$ cat src/rtl/alu.sv
// 32-bit MIPS-style ALU: a ripple chain of WIDTH identical 1-bit slices
// performing AND, OR, ADD/SUB and signed set-less-than. Result and CarryOut
// are registered, giving one cycle of latency with a new operation accepted
// every cycle (no handshake).
module alu #(
  parameter int WIDTH = 32
) (
  input  logic             clk,
  input  logic             rst,
  input  logic [WIDTH-1:0] a,
  input  logic [WIDTH-1:0] b,
  input  logic             Binvert,
  input  logic             Carryin,
  input  logic [1:0]       Operation,
  output logic [WIDTH-1:0] Result,
  output logic             CarryOut
);

  localparam logic [1:0] OP_AND = 2'b00;
  localparam logic [1:0] OP_OR  = 2'b01;
  localparam logic [1:0] OP_ADD = 2'b10;
  localparam logic [1:0] OP_SLT = 2'b11;

  // One 1-bit ALU slice. Returns {cout, sum, res}. The 'less' input is what
  // the slice drives onto its result for SLT; only bit 0 ever sees a nonzero
  // value (the corrected sign from the MSB slice).
  function automatic logic [2:0] alu_slice(
    input logic       ai,
    input logic       bi,
    input logic       binv,
    input logic       cin,
    input logic       less,
    input logic [1:0] op
  );
    logic bb;
    logic s;
    logic co;
    logic r;
    bb = binv ? ~bi : bi;
    s  = ai ^ bb ^ cin;
    co = (ai & bb) | (ai & cin) | (bb & cin);
    unique case (op)
      OP_AND:  r = ai & bb;
      OP_OR:   r = ai | bb;
      OP_ADD:  r = s;
      OP_SLT:  r = less;
      default: r = 1'bx;
    endcase
    return {co, s, r};
  endfunction

  logic [WIDTH:0]   carry;
  logic [WIDTH-1:0] sum;
  logic [WIDTH-1:0] r_comb;
  logic             ovf;
  logic             set_bit;
  logic [2:0]       slice_out;
  logic [2:0]       slice0_out;

  logic [WIDTH-1:0] result_d, result_q;
  logic             carry_d, carry_q;

  // Ripple the carry through the slice chain; the adder is always evaluated,
  // so CarryOut is meaningful for every Operation value.
  always_comb begin
    carry      = '0;
    sum        = '0;
    r_comb     = '0;
    slice_out  = '0;
    slice0_out = '0;
    carry[0]   = Carryin;
    for (int i = 0; i < WIDTH; i++) begin
      slice_out    = alu_slice(a[i], b[i], Binvert, carry[i], 1'b0, Operation);
      carry[i+1]   = slice_out[2];
      sum[i]       = slice_out[1];
      r_comb[i]    = slice_out[0];
    end
    // Signed-overflow-corrected sign of a + bb + Carryin feeds back to bit 0.
    ovf        = carry[WIDTH] ^ carry[WIDTH-1];
    set_bit    = sum[WIDTH-1] ^ ovf;
    slice0_out = alu_slice(a[0], b[0], Binvert, carry[0], set_bit, Operation);
    r_comb[0]  = slice0_out[0];
  end

  // Next-state for the output registers; reset wins over any input.
  always_comb begin
    result_d = r_comb;
    carry_d  = carry[WIDTH];
    if (rst) begin
      result_d = '0;
      carry_d  = 1'b0;
    end
  end

  // Output registers with synchronous active-high reset.
  always_ff @(posedge clk) begin
    result_q <= result_d;
    carry_q  <= carry_d;
  end

  assign Result   = result_q;
  assign CarryOut = carry_q;

endmodule

$ cat config.mk
export PLATFORM = sky130hd
export DESIGN_NAME = alu
export DESIGN_NICKNAME = d
export VERILOG_FILES = /design/src/rtl/alu.sv
export SDC_FILE = /design/constraint.sdc
export NUM_CORES = 1
export LEC_CHECK = 0
export BUFFER_PORTS_ARGS = -buffer_cell sky130_fd_sc_hd__buf_2
export CAP_MARGIN = 20
export CORE_MARGIN = 2
export CORE_UTILIZATION = 49
export DETAILED_ROUTE_END_ITERATION = 7
export HOLD_SLACK_MARGIN = 0.1
export PLACE_DENSITY_LB_ADDON = 0.1
export SLEW_MARGIN = 20
export SYNTH_ARGS = -nofsm -noshare
export SYNTH_HDL_FRONTEND = slang
export SYNTH_SLANG_ARGS = --single-unit
$ cat constraint.sdc
create_clock -name clk -period 13 [get_ports clk]
set_input_delay 0 -clock clk [delete_from_list [all_inputs] [get_ports clk]]
set_output_delay 0 -clock clk [all_outputs]
set_load 0.05 [all_outputs]
Yosys cells after proc, flatten, opt, wreduce, memory -nomap -nowiden
Index checks and enable logic that the tools add are counted.

Register bits: 33. Input bits: 70. Bits in read-only memories: 0. Memories: 0. Memory bits (writable): 0. Bits in latches: 0.

Magnitude comparators: 0. Reductions and logical operators: 1. Muxes and demuxes: 64. Equal/unequal tests: 3. Bitwise operators: 290. Divide/modulo/power cells: 0. $mul: 0. Shift-type cells: 0. Add/subtract/negate cells: 0.

Operator list (number): case mux 1 bit (4 select lines) (32); bitwise AND 1 bit (96); OR 1 bit (96); bitwise XOR 1 bit (66); 2-to-1 mux 1 bit (32); NOT 1 bit (32); == test 2 bit, second input constant (2); == test 2 x 1 -> 1 bit, second input constant (1); logical NOT 2 bit (1).

Longest topological paths before layout
Gate-level depths: netlist of run 1.

Depth in word-level cells: 101. Mapped depth: 39.

Least setup slack after synthesis of run 1
Ideal clock, no wire load.

Kind: input to register. From: input Binvert. To: register result_q[0], in the netlist Result[0]. Required time: 12935 ps. Data arrival time: 13067 ps. Stages: 39. Path slack: -132 ps. Cell sequence: buf_2 buf_4 xor2_1 inv_1 fa_1 inv_1 fa_1 fa_1 fa_1 fa_1 fa_1 fa_1 fa_1 fa_1 fa_1 fa_1 fa_1 fa_1 [3 not listed] fa_1 fa_1 fa_1 fa_1 fa_1 fa_1 fa_1 fa_1 fa_1 fa_1 fa_1 fa_1 fa_1 fa_1 fa_1 fa_1 mux4_2 nor2_1.

Longest elaborated chain between the ends: 100.

Ends and longest elaborated chain: start, declared (RTL line 12) `input logic Binvert,`; 2-to-1 mux 1 bit (RTL line 39) `bb = binv ? ~bi : bi;`; bitwise AND 1 bit (RTL line 41, 43); OR 1 bit (2 in series); bitwise AND 1 bit (RTL line 41) `co = (ai & bb) | (ai & cin) | (bb & cin);`; OR 1 bit (2 in series) (RTL line 41); bitwise AND 1 bit (RTL line 41); OR 1 bit (2 in series) (RTL line 41); bitwise AND 1 bit (RTL line 41); [78 not listed]; OR 1 bit (2 in series) (RTL line 41); bitwise AND 1 bit (RTL line 41); OR 1 bit (2 in series) (RTL line 41); bitwise AND 1 bit (RTL line 41); OR 1 bit (2 in series) (RTL line 41); bitwise XOR 1 bit (RTL line 79) `ovf = carry[WIDTH] ^ carry[WIDTH-1];`; bitwise XOR 1 bit (RTL line 80) `set_bit = sum[WIDTH-1] ^ ovf;`; case mux 1 bit (4 select lines) (*) (RTL line 42) `unique case (op)`; end signal, assigned (RTL line 97) `result_q <= result_d;`; end, declared (RTL line 60) `logic [WIDTH-1:0] result_d, result_q;`.

Mark *: on every way between the ends. The rest lies on a longest branch, timed or not. A chain may end at the register's enable or synchronous reset.

Worst setup path after layout of run 1
Ends and elaborated chain as after synthesis.

==> key figures, run 1 <==
Final layout
  – Nets: 642
  – Diode count: 0
  – Final Util: 60.1%
  – # fillers: 680
  – Area delta synth->final: 19.1%
  – Fraction of layout cells with a size suffix above 1: 28.2%
  – Final Non-Filler Cells: 575

Setup path
  – WP data required: 13.22 ns
  – Critical setup path kind: in -> reg
  – Critical path's largest stage delay: 0.46 ns
  – CP max FO: 2
  – CP Capture Type: flop
  – Startpoint class of the critical path: primary input
  – Crit path from: Binvert
  – Crit path DAT: 12.75 ns
  – CP max stage cell: mux4_2

Synthesis
  – Commonest cells in the netlist: inv_1, ha_1, dfxtp_1, fa_1
  – Netlist cell types: 15
  – Post-synth EDFFs: 0
  – Syn. warnings: 0
  – Predominant post-synthesis flop cell: dfxtp_1
  – Ranking of synthesized cells by area: ha_1, dfxtp_1, fa_1
  – Share of the synthesized area in the top cell type: 22.0%
  – Cell with the most instances after synthesis: inv_1
  – Post-synthesis sequential area ratio: 18.2%
  – Area leader, netlist: ha_1
  – Synthesized area: 3640 um^2
  – Syn Area/Cell: 9.55 um^2
  – Post-Syn Instances: 381
  – Async SR Flop Fraction: 0%
  – Synthesized Nets: 548
  – #FFs+latches synth: 33

STA
  – RSZ-0062 raised after global routing: false
  – Final period util: 96.3%
  – FMAX: 79.9 MHz
  – Tightest Pin Transition: 0.892 ns
  – Worst slew margin: 40.6%
  – Final max-slew violation count: 0
  – Setup Viol. Count Final: 0
  – Final hold vios: 0
  – Minimum clock period: 12.52 ns

Placed design
  – RD Place Congestion: 0.708
  – Post-DP HPWL: 5.18 mm
  – IO Port Bufs: 102
  – Placed Cells incl. Taps: 567

Drt
  – Vias per Instance: 4.70
  – Detailed Route WL: 7.10 mm
  – DR iter-0 viols: 65
  – DRT antenna net count: 0
  – Via Count: 2,703
  – Count of TritonRoute iterations in the first routing pass: 4
  – DR WL/cell: 12.3 um
  – DR DRC count: 0

Floorplanning
  – Initial Util: 50.4%
  – I/O pin cnt: 103
  – Die Y: 90.2 um
  – Die area: 8130 um^2
  – Die X: 90.2 um
  – Core region area: 7210 um^2
  – Rows: 31

GRT
  – Vias in the first global route: 2,621
  – Largest net degree at the start of global routing: 95
  – Global-route wire length before repair: 12.3 mm
  – Antenna violations before repair: 0
  – GRT Total Usage: 18.4%
  – Grt ovf: 0

Pwr
  – Power Density: 82.0 nW/um^2
  – Pint: 211 uW
  – Tot Pwr: 355 uW
  – Peak VDD IR: 0.0462 mV
  – Flop pwr share: 31.8%
  – Psw: 144 uW
  – Leak: 0.00225 uW
  – Switching Share: 40.6%
  – Clock share of power: 21.6%
  – Logic pwr share: 46.6%

Clock tree
  – TritonCTS clock tree: yes
  – Setup bufs post-CTS: 0
  – CTS Buf Count: 5
  – Clock tree buffer depth: 2
  – Post-CTS Hold Buffers: 0
  – Clock transition at the registers of the reported paths: 0.07 ns
  – H-tree depth: 2
  – Clock root cell: clkbuf_8
  – # clock sinks: 33

Hold path
  – Worst hold path class: in -> reg
  – Hold Startpoint: a[31]

Outcome
  – Status: finished clean

Flow run
  – Maximum capacitance violations: 0
kinds of logic (layout without fill, tap and decap cells):
logic type                 count (synthesis)  after routing  share of synthesized area [%]
AOI/OAI and AO/OA                         62             62                           12.8
xor gates and xnor gates                  32             32                           7.71
adders and majority gates                 97             97                           40.2
buffers and inverters                     92            187                           10.7
DFF                                       33             33                           18.2
muxes                                      1              1                          0.619
and+or+nand+nor                           64             64                           9.87
timing repair:
| item | 4_1_cts | 5_1_grt |
|---|---|---|
| cloned | 0 | 0 |
| setup endpoints to repair | 2 | 4 |
| resized for setup | 3 | 9 |
critical path, delay by kind of cell:
kind	cells	cell delay, ns
xor gates and xnor gates	1	0.17
adders and majority gates	32	11.73
buffers and inverters	3	0.27
muxes	1	0.46
and+or+nand+nor	1	0.08
registers in the layout, summed over array words and instances, names as in the netlist:
signal	flops
CarryOut	1
Result	32
final cells by class:
class / count / area [um^2] / share of cell area, %
repair buffers: 112 / 588 / 13.6
multi-input cells: 256 / 2630 / 60.7
clock buffers: 8 / 80.1 / 1.85
flip-flops and latches: 33 / 661 / 15.2
well taps: 99 / 124 / 2.86
inverters: 67 / 251 / 5.80
cell usage in the layout (no fill, tap or decap), drive strengths merged:
cell type	instances
nor2b	32
ha	64
mux4	1
fa	33
dfxtp	33
nor2	1
buf	112
clkbuf	8
inv	67
xor2	32
o21a	31
nor3	31
a211oi	31
metrics by stage:
step                      setup slack (ns)  hold slack (ns)  TNS, ns  cell area (um^2)
final                                0.478            0.141        0              4330
after global routing                0.0189            0.202        0              4330
after CTS                           0.0184            0.140        0              4310
after detailed placement            -0.406            0.437   -0.938              4220
after global placement              -0.224            0.423   -0.374              4220
after floorplan                     0.0203            0.257        0              3650
power groups by stage:
stage               Combinational, uW  Sequential (uW)  Clock, uW
CTS                               167              113       80.9
finish                            166              113       76.7
global route                      189              114       86.6
floorplan                        84.4              151          0
detailed placement                166              116          0
global placement                  161              115          0
metal layers:
layer  GRT usage (%)  share of wire [%]  vias up  wire, um
li1                -                  -     1372         -
met1            24.5                 46     1261      3240
met4            4.62                1.1        0        76
met3            3.77                4.9        6       348
met5               0                  0        -         0
met2            30.6                 48       64      3430
path summary, 6_finish.rpt:
check | cells past startpoint | to | slack [ns]
worst max-delay path | 38 | Result[0] | 0.48
worst min-delay path | 3 | CarryOut | 0.14
Power figures use the tool's default switching activity.
==> run 2: changes to the inputs <==
--- a/config.mk
+++ b/config.mk
@@ -5,7 +5,7 @@
 export SDC_FILE = /design/constraint.sdc
 export NUM_CORES = 1
 export LEC_CHECK = 0
-export BUFFER_PORTS_ARGS = -buffer_cell sky130_fd_sc_hd__buf_2
+export BUFFER_PORTS_ARGS = -buffer_cell sky130_fd_sc_hd__clkbuf_2
 export CAP_MARGIN = 20
 export CORE_MARGIN = 2
 export CORE_UTILIZATION = 49
==> run 2 against run 1 <==
Effect of this change:
- final area up 0.20%
- via count shrank 1.9%
- largest power group unchanged
- die area is the same
- power up 0.83%
- largest cell class unchanged
==> key figures, run 2 (synthesis results as in run 1) <==
Clock tree
  – Clock root cell: clkbuf_8
  – Post-CTS Hold Buffers: 0 (unchanged)
  – TritonCTS clock tree: yes
  – Setup bufs post-CTS: 0 (unchanged)
  – H-tree depth: 2 (unchanged)
  – Post-cts resize count: 3 (unchanged)
  – # clock sinks: 33 (unchanged)
  – Clock transition at the registers of the reported paths: 0.07 ns (about the same)
  – CTS Buf Count: 5 (unchanged)
  – Clock tree buffer depth: 2 (unchanged)

Final layout
  – Diode count: 0 (unchanged)
  – Fraction of layout cells with a size suffix above 1: 28.4% (+0.21 points)
  – Final Non-Filler Cells: 575 (unchanged)
  – Nets: 643 (+0.16%)
  – Largest register FFs: 32 (unchanged)
  – Commonest non-fill, non-tap cell in the layout: clkbuf_2
  – Area delta synth->final: 19.4%
  – Most frequent cells in the layout: clkbuf_2, inv_1, ha_1

STA
  – Final period util: 96.5% (+0.14 points)
  – Minimum clock period: 12.54 ns (+0.0187 ns)
  – Tightest Pin Transition: 0.879 ns (-0.0123 ns)
  – FMAX: 79.7 MHz (-0.15%)
  – Final hold vios: 0 (unchanged)
  – Worst slew margin: 41.4% (+0.82 points)
  – Final max-slew violation count: 0 (unchanged)
  – Sum Neg Setup Slack: 0 ns (unchanged)
  – Setup Viol. Count Final: 0 (unchanged)
  – RSZ-0062 raised after global routing: false

Floorplanning
  – Core region area: 7210 um^2 (unchanged)
  – Rows: 31 (unchanged)
  – Die area: 8130 um^2 (unchanged)
  – Initial Util: 50.4% (unchanged)
  – Die X: 90.2 um (unchanged)
  – Die Y: 90.2 um (unchanged)
  – I/O pin cnt: 103 (unchanged)

Setup path
  – Crit path from: Binvert
  – CP max FO: 2 (unchanged)
  – Crit path DAT: 12.75 ns (about the same)
  – Critical path's largest stage delay: 0.46 ns (about the same)
  – WP data required: 13.21 ns (about the same)
  – Critical setup path kind: in -> reg
  – Most frequent CP cell: fa_1
  – Startpoint class of the critical path: primary input
  – CP Capture Type: flop
  – CP max stage cell: mux4_2
  – Worst setup path endpoint: Result[0]

Placed design
  – RD Place Congestion: 0.758 (+7.1%)
  – Placed Cells incl. Taps: 568 (+0.18%)
  – Post-DP HPWL: 5.05 mm (-2.6%)
  – IO Port Bufs: 102 (unchanged)

GRT
  – Antenna violations before repair: 0 (unchanged)
  – Vias in the first global route: 2,468 (-5.8%)
  – GRT Total Usage: 17.4% (-1.0 points)
  – Global-route wire length before repair: 11.5 mm (-6.4%)
  – Grt ovf: 0 (unchanged)
  – Largest net degree at the start of global routing: 95 (unchanged)

Drt
  – Vias per Instance: 4.61 (-1.9%)
  – Detailed Route WL: 6.82 mm (-3.9%)
  – DRT antenna net count: 0 (unchanged)
  – Count of TritonRoute iterations in the first routing pass: 4 (unchanged)
  – Via Count: 2,652 (-1.9%)
  – DR WL/cell: 11.9 um (-3.9%)
  – DR DRC count: 0 (unchanged)
  – DR iter-0 viols: 42 (-35%)

Outcome
  – Status: finished clean

Hold path
  – Worst hold path class: in -> reg

Pwr
  – Peak VDD IR: 0.0413 mV (-10%)
  – Leak: 0.00226 uW (+0.49%)
  – Power Density: 82.6 nW/um^2 (+0.62%)

Flow run
  – Maximum capacitance violations: 0 (unchanged)
==> run 2: cell count changes in the layout (fill, tap and decap cells not counted), sizes merged <==
cell / previous run / this run
clkbuf: 8 / 108
buf: 112 / 12
==> run 2: worst min path at each step <==
stage | from | to | slack [ns] | cells after the start
2_1_floorplan | rst | CarryOut | 0.26 | 2
3_3_place_gp | a[31] | CarryOut | 0.43 | 3
3_5_place_dp | a[31] | CarryOut | 0.44 | 3
4_1_cts | a[31] | CarryOut | 0.14 | 3
5_1_grt | a[31] | CarryOut | 0.18 | 3
6_report | a[31] | CarryOut | 0.15 | 3
==> run 2: final cells by class <==
class	count	area [um^2]
Clock buffer	7	86.3
Fill cell	665	2870
Multi-Input combinational cell	256	2630
Inverter	67	251
Tap cell	99	124
Timing Repair Buffer	113	593
Sequential cell	33	661
==> run 2: critical path: cells and delay by family <==
kind	cells	cell delay, ns
xor+xnor	1	0.17
fa+ha+maj	32	11.76
buf+inv	3	0.26
mux	1	0.46
simple gates	1	0.09
==> run 2: metrics by stage <==
stage	hold slack, ns	power (uW)	cell area [um^2]	setup slack [ns]	utilization [%]
after global placement	0.428	276	4230	-0.228	58.6
final	0.146	358	4340	0.459	60.2
after floorplan	0.257	235	3650	0.0203	-
after detailed placement	0.444	280	4230	-0.335	58.6
after CTS	0.142	363	4320	0.0338	59.9
after global routing	0.177	389	4340	0.0521	60.2
==> run 2: power by group <==
part / internal (uW) / switching, uW / total [uW]
Combinational: 61.4 / 103 / 164
Clock: 42.1 / 38.9 / 81.0
Sequential: 111 / 2.52 / 114
==> run 2: routing by layer <==
layer / share of wire, % / vias to the layer above / GRT usage, % / wire, um
met5: 0 / - / 0 / 0
met2: 48 / 70 / 27.7 / 3270
met4: 1.1 / 0 / 4.23 / 74
met1: 45 / 1200 / 23.9 / 3100
met3: 5.6 / 6 / 4.11 / 380
li1: - / 1376 / - / -
==> run 3: changes to the inputs <==
--- a/config.mk
+++ b/config.mk
@@ -5,10 +5,12 @@
 export SDC_FILE = /design/constraint.sdc
 export NUM_CORES = 1
 export LEC_CHECK = 0
+export ABC_AREA = 1
 export BUFFER_PORTS_ARGS = -buffer_cell sky130_fd_sc_hd__clkbuf_2
 export CAP_MARGIN = 20
 export CORE_MARGIN = 2
-export CORE_UTILIZATION = 49
+export CORE_UTILIZATION = 50
+export CTS_BUF_LIST = sky130_fd_sc_hd__clkbuf_8
 export DETAILED_ROUTE_END_ITERATION = 7
 export HOLD_SLACK_MARGIN = 0.1
 export PLACE_DENSITY_LB_ADDON = 0.1
==> run 3 against run 2 <==
Effect of this change:
- hold slack worse by 0.013 ns
- sequential power hardly changed
- power grew 1.8%
- first-iteration DRC count up 64%
- critical endpoint is now Result[31]
- clock power about the same
- die area rose by 1.3%
- largest power group unchanged
- final area up 3.0%
- critical path type unchanged
- global-route usage increased by 2.0 points
- final cell count grew 13%
==> key figures, run 3 <==
Synthesis
  – Syn Area/Cell: 8.32 um^2 (-13%)
  – Area leader, netlist: ha_1
  – Synthesized area: 3760 um^2 (+3.4%)
  – Syn. warnings: 0 (unchanged)
  – Netlist cell types: 17 (+2)
  – Largest family of logic cells by synthesized area: adder cells
  – Multiplexer share of the synthesized area: 0% (-0.62 points)
  – Async SR Flop Fraction: 0% (unchanged)
  – Ranking of synthesized cells by area: ha_1, dfxtp_1, fa_1
  – Post-Synth Adder-Cell Area: 38.8% (-1.3 points)
  – Cell with the most instances after synthesis: inv_1
  – Commonest cells in the netlist: inv_1, ha_1, nand3_1
  – Predominant post-synthesis flop cell: dfxtp_1
  – Share of the synthesized area in the top cell type: 21.3% (-0.73 points)
  – Synth Area in XOR/XNOR: 7.45% (-0.26 points)
  – Synthesized Nets: 619 (+13%)
  – Complex-gate fraction of the synthesized area: 0.133% (-13 points)
  – Post-synth EDFFs: 0 (unchanged)
  – #FFs+latches synth: 33 (unchanged)
  – Simple-gate share of the synthesized area: 21.9% (+12 points)
  – Post-synthesis sequential area ratio: 17.6% (-0.60 points)
  – Post-Syn Instances: 452 (+19%)

Placed design
  – RD Place Congestion: 0.763 (+0.65%)
  – Placed inst area: 4320 um^2 (+2.1%)
  – IO Port Bufs: 102 (unchanged)
  – Post-DP HPWL: 5.47 mm (+8.5%)

Final layout
  – Fraction of layout cells with a size suffix above 1: 23.9% (-4.5 points)
  – Area delta synth->final: 18.8%
  – Largest register FFs: 32 (unchanged)
  – Most frequent cells in the layout: clkbuf_2, inv_1, nand3_1, ha_1, nand2_1
  – Diode count: 0 (unchanged)
  – Design Area, Final: 4470 um^2 (+3.0%)
  – Final Util: 61.6% (+1.5 points)
  – Nets: 715 (+11%)
  – Commonest non-fill, non-tap cell in the layout: clkbuf_2

Clock tree
  – TritonCTS clock tree: yes
  – # clock sinks: 33 (unchanged)
  – CTS Buf Count: 5 (unchanged)
  – Clock tree buffer depth: 2 (unchanged)
  – Clock transition at the registers of the reported paths: 0.07 ns (about the same)
  – Clock root cell: clkbuf_8
  – H-tree depth: 2 (unchanged)

Setup path
  – Startpoint class of the critical path: primary input
  – Most frequent CP cell: fa_1
  – Critical setup path kind: in -> reg
  – WP data required: 13.23 ns (+0.02 ns)
  – CP max FO: 3 (+1)
  – Crit path DAT: 12.88 ns (+0.13 ns)
  – CP max stage cell: fa_1
  – CP Capture Type: flop
  – Critical path's largest stage delay: 0.48 ns (+0.02 ns)

Pwr
  – Leak: 0.00259 uW (+15%)
  – Logic pwr share: 46.7% (+1.0 points)
  – Flop pwr share: 31.1% (-0.6 points)
  – Switching Share: 41.1% (+0.97 points)
  – Power Density: 81.6 nW/um^2 (-1.1%)
  – Psw: 150 uW (+4.3%)
  – Peak VDD IR: 0.0435 mV (+5.3%)
  – Tot Pwr: 365 uW (+1.8%)
  – Pint: 215 uW (+0.16%)
  – Clock share of power: 22.2% (-0.4 points)

Drt
  – DR iter-0 viols: 69 (+64%)
  – Vias per Instance: 4.57 (-0.81%)
  – DR DRC count: 0 (unchanged)
  – Via Count: 2,960 (+12%)
  – DR WL/cell: 12.0 um (+0.92%)
  – DRT antenna net count: 0 (unchanged)
  – Detailed Route WL: 7.74 mm (+14%)
  – Count of TritonRoute iterations in the first routing pass: 4 (unchanged)

GRT
  – Global-route wire length before repair: 13.2 mm (+15%)
  – Largest net degree at the start of global routing: 36 (-62%)
  – Grt ovf: 0 (unchanged)
  – Antenna violations before repair: 0 (unchanged)
  – Vias in the first global route: 3,031 (+23%)
  – GRT Total Usage: 19.4% (+2.0 points)

Floorplanning
  – Initial Util: 51.9% (+1.5 points)
  – Rows: 31 (unchanged)
  – Die Y: 90.7 um (+0.65%)
  – Core region area: 7250 um^2 (+0.54%)
  – Die area: 8230 um^2 (+1.3%)
  – Die X: 90.7 um (+0.65%)
  – I/O pin cnt: 103 (unchanged)

STA
  – FMAX: 79.1 MHz (-0.81%)
  – Setup Viol. Count Final: 0 (unchanged)
  – Minimum clock period: 12.64 ns (+0.103 ns)
  – Final max-slew violation count: 0 (unchanged)
  – Worst slew margin: 38.7% (-2.6 points)
  – Hold_ws: 0.133 ns (-0.0132 ns)
  – RSZ-0062 raised after global routing: false
  – Tightest Pin Transition: 0.919 ns (+0.0397 ns)
  – Final hold vios: 0 (unchanged)
  – Sum Neg Setup Slack: 0 ns (unchanged)
  – Final period util: 97.3% (+0.79 points)

Hold path
  – Worst hold path class: in -> reg

Flow run
  – Maximum capacitance violations: 0 (unchanged)

Outcome
  – Status: finished clean
[run 3: cell count changes after synthesis, sizes merged, moves of 4 or more]
cell and change:
nor2b -32, xnor2 +32, nor3 -31, nand2 +63, buf +6, inv +35, xor2 -32, nor2 +4
nand3 +64, clkbuf -7, nand3b +31, a211oi -31, o21a -31
[run 3: worst paths after layout]
check | end | slack [ns] | cells after the start | startpoint
worst min-delay path | CarryOut | 0.13 | 4 | a[31]
worst max-delay path | Result[31] | 0.36 | 39 | Binvert
[run 3: kinds of logic after synthesis]
kind of cell | after synthesis
buffers and inverters | 126
AO/OA/AOI/OAI | 1
adder cells (fa/ha/maj) | 97
AND/OR/NAND/NOR | 163
flip-flops | 33
XOR/XNOR | 32
[run 3: metrics by stage]
step	std cells	setup WS [ns]
3_5_place_dp	637	-0.267
2_1_floorplan	452	0.0535
6_report	647	0.357
3_3_place_gp	637	-0.193
5_1_grt	647	0.0282
4_1_cts	645	0.0517
[run 3: power by group through the flow]
stage / combinational [uW] / clock [uW] / sequential, uW
2_1_floorplan: 89.6 / 0 / 150
6_report: 171 / 81.0 / 113
3_5_place_dp: 169 / 0 / 116
5_1_grt: 194 / 89.2 / 114
4_1_cts: 169 / 85.2 / 113
3_3_place_gp: 164 / 0 / 115
[run 3: metal layers]
metal / routed length, um / part of all wire [%] / up-vias / track usage, %
li1: - / - / 1518 / -
met1: 3590 / 46 / 1376 / 24.4
met2: 3740 / 48 / 62 / 34.4
met3: 351 / 4.5 / 4 / 3.34
met4: 56 / 0.72 / 0 / 4.74
met5: 0 / 0 / - / 0
[run 3: cell type report]
class                           instances  area [um^2]
Clock buffer                            6         82.6
Clock inverter                          1         3.75
Fill cell                             675         2780
Inverter                              102          383
Multi-Input combinational cell        293         2600
Sequential cell                        33          661
Tap cell                               99          124
Timing Repair Buffer                  113          616
[run 3: worst max-delay path: cells and delay by family]
family / cells / cell delay [ns]
xor+xnor: 1 / 0.21
fa+ha+maj: 32 / 12.15
buf+inv: 3 / 0.25
simple gates: 3 / 0.24
[run 3: repair_timing]
action,4_1_cts,5_1_grt
gates resized for setup,1,8
buffers inserted,0,1
setup endpoints to repair,1,3
hold buffers,1,0
hold endpoints to repair,1,0
pin swaps,1,1
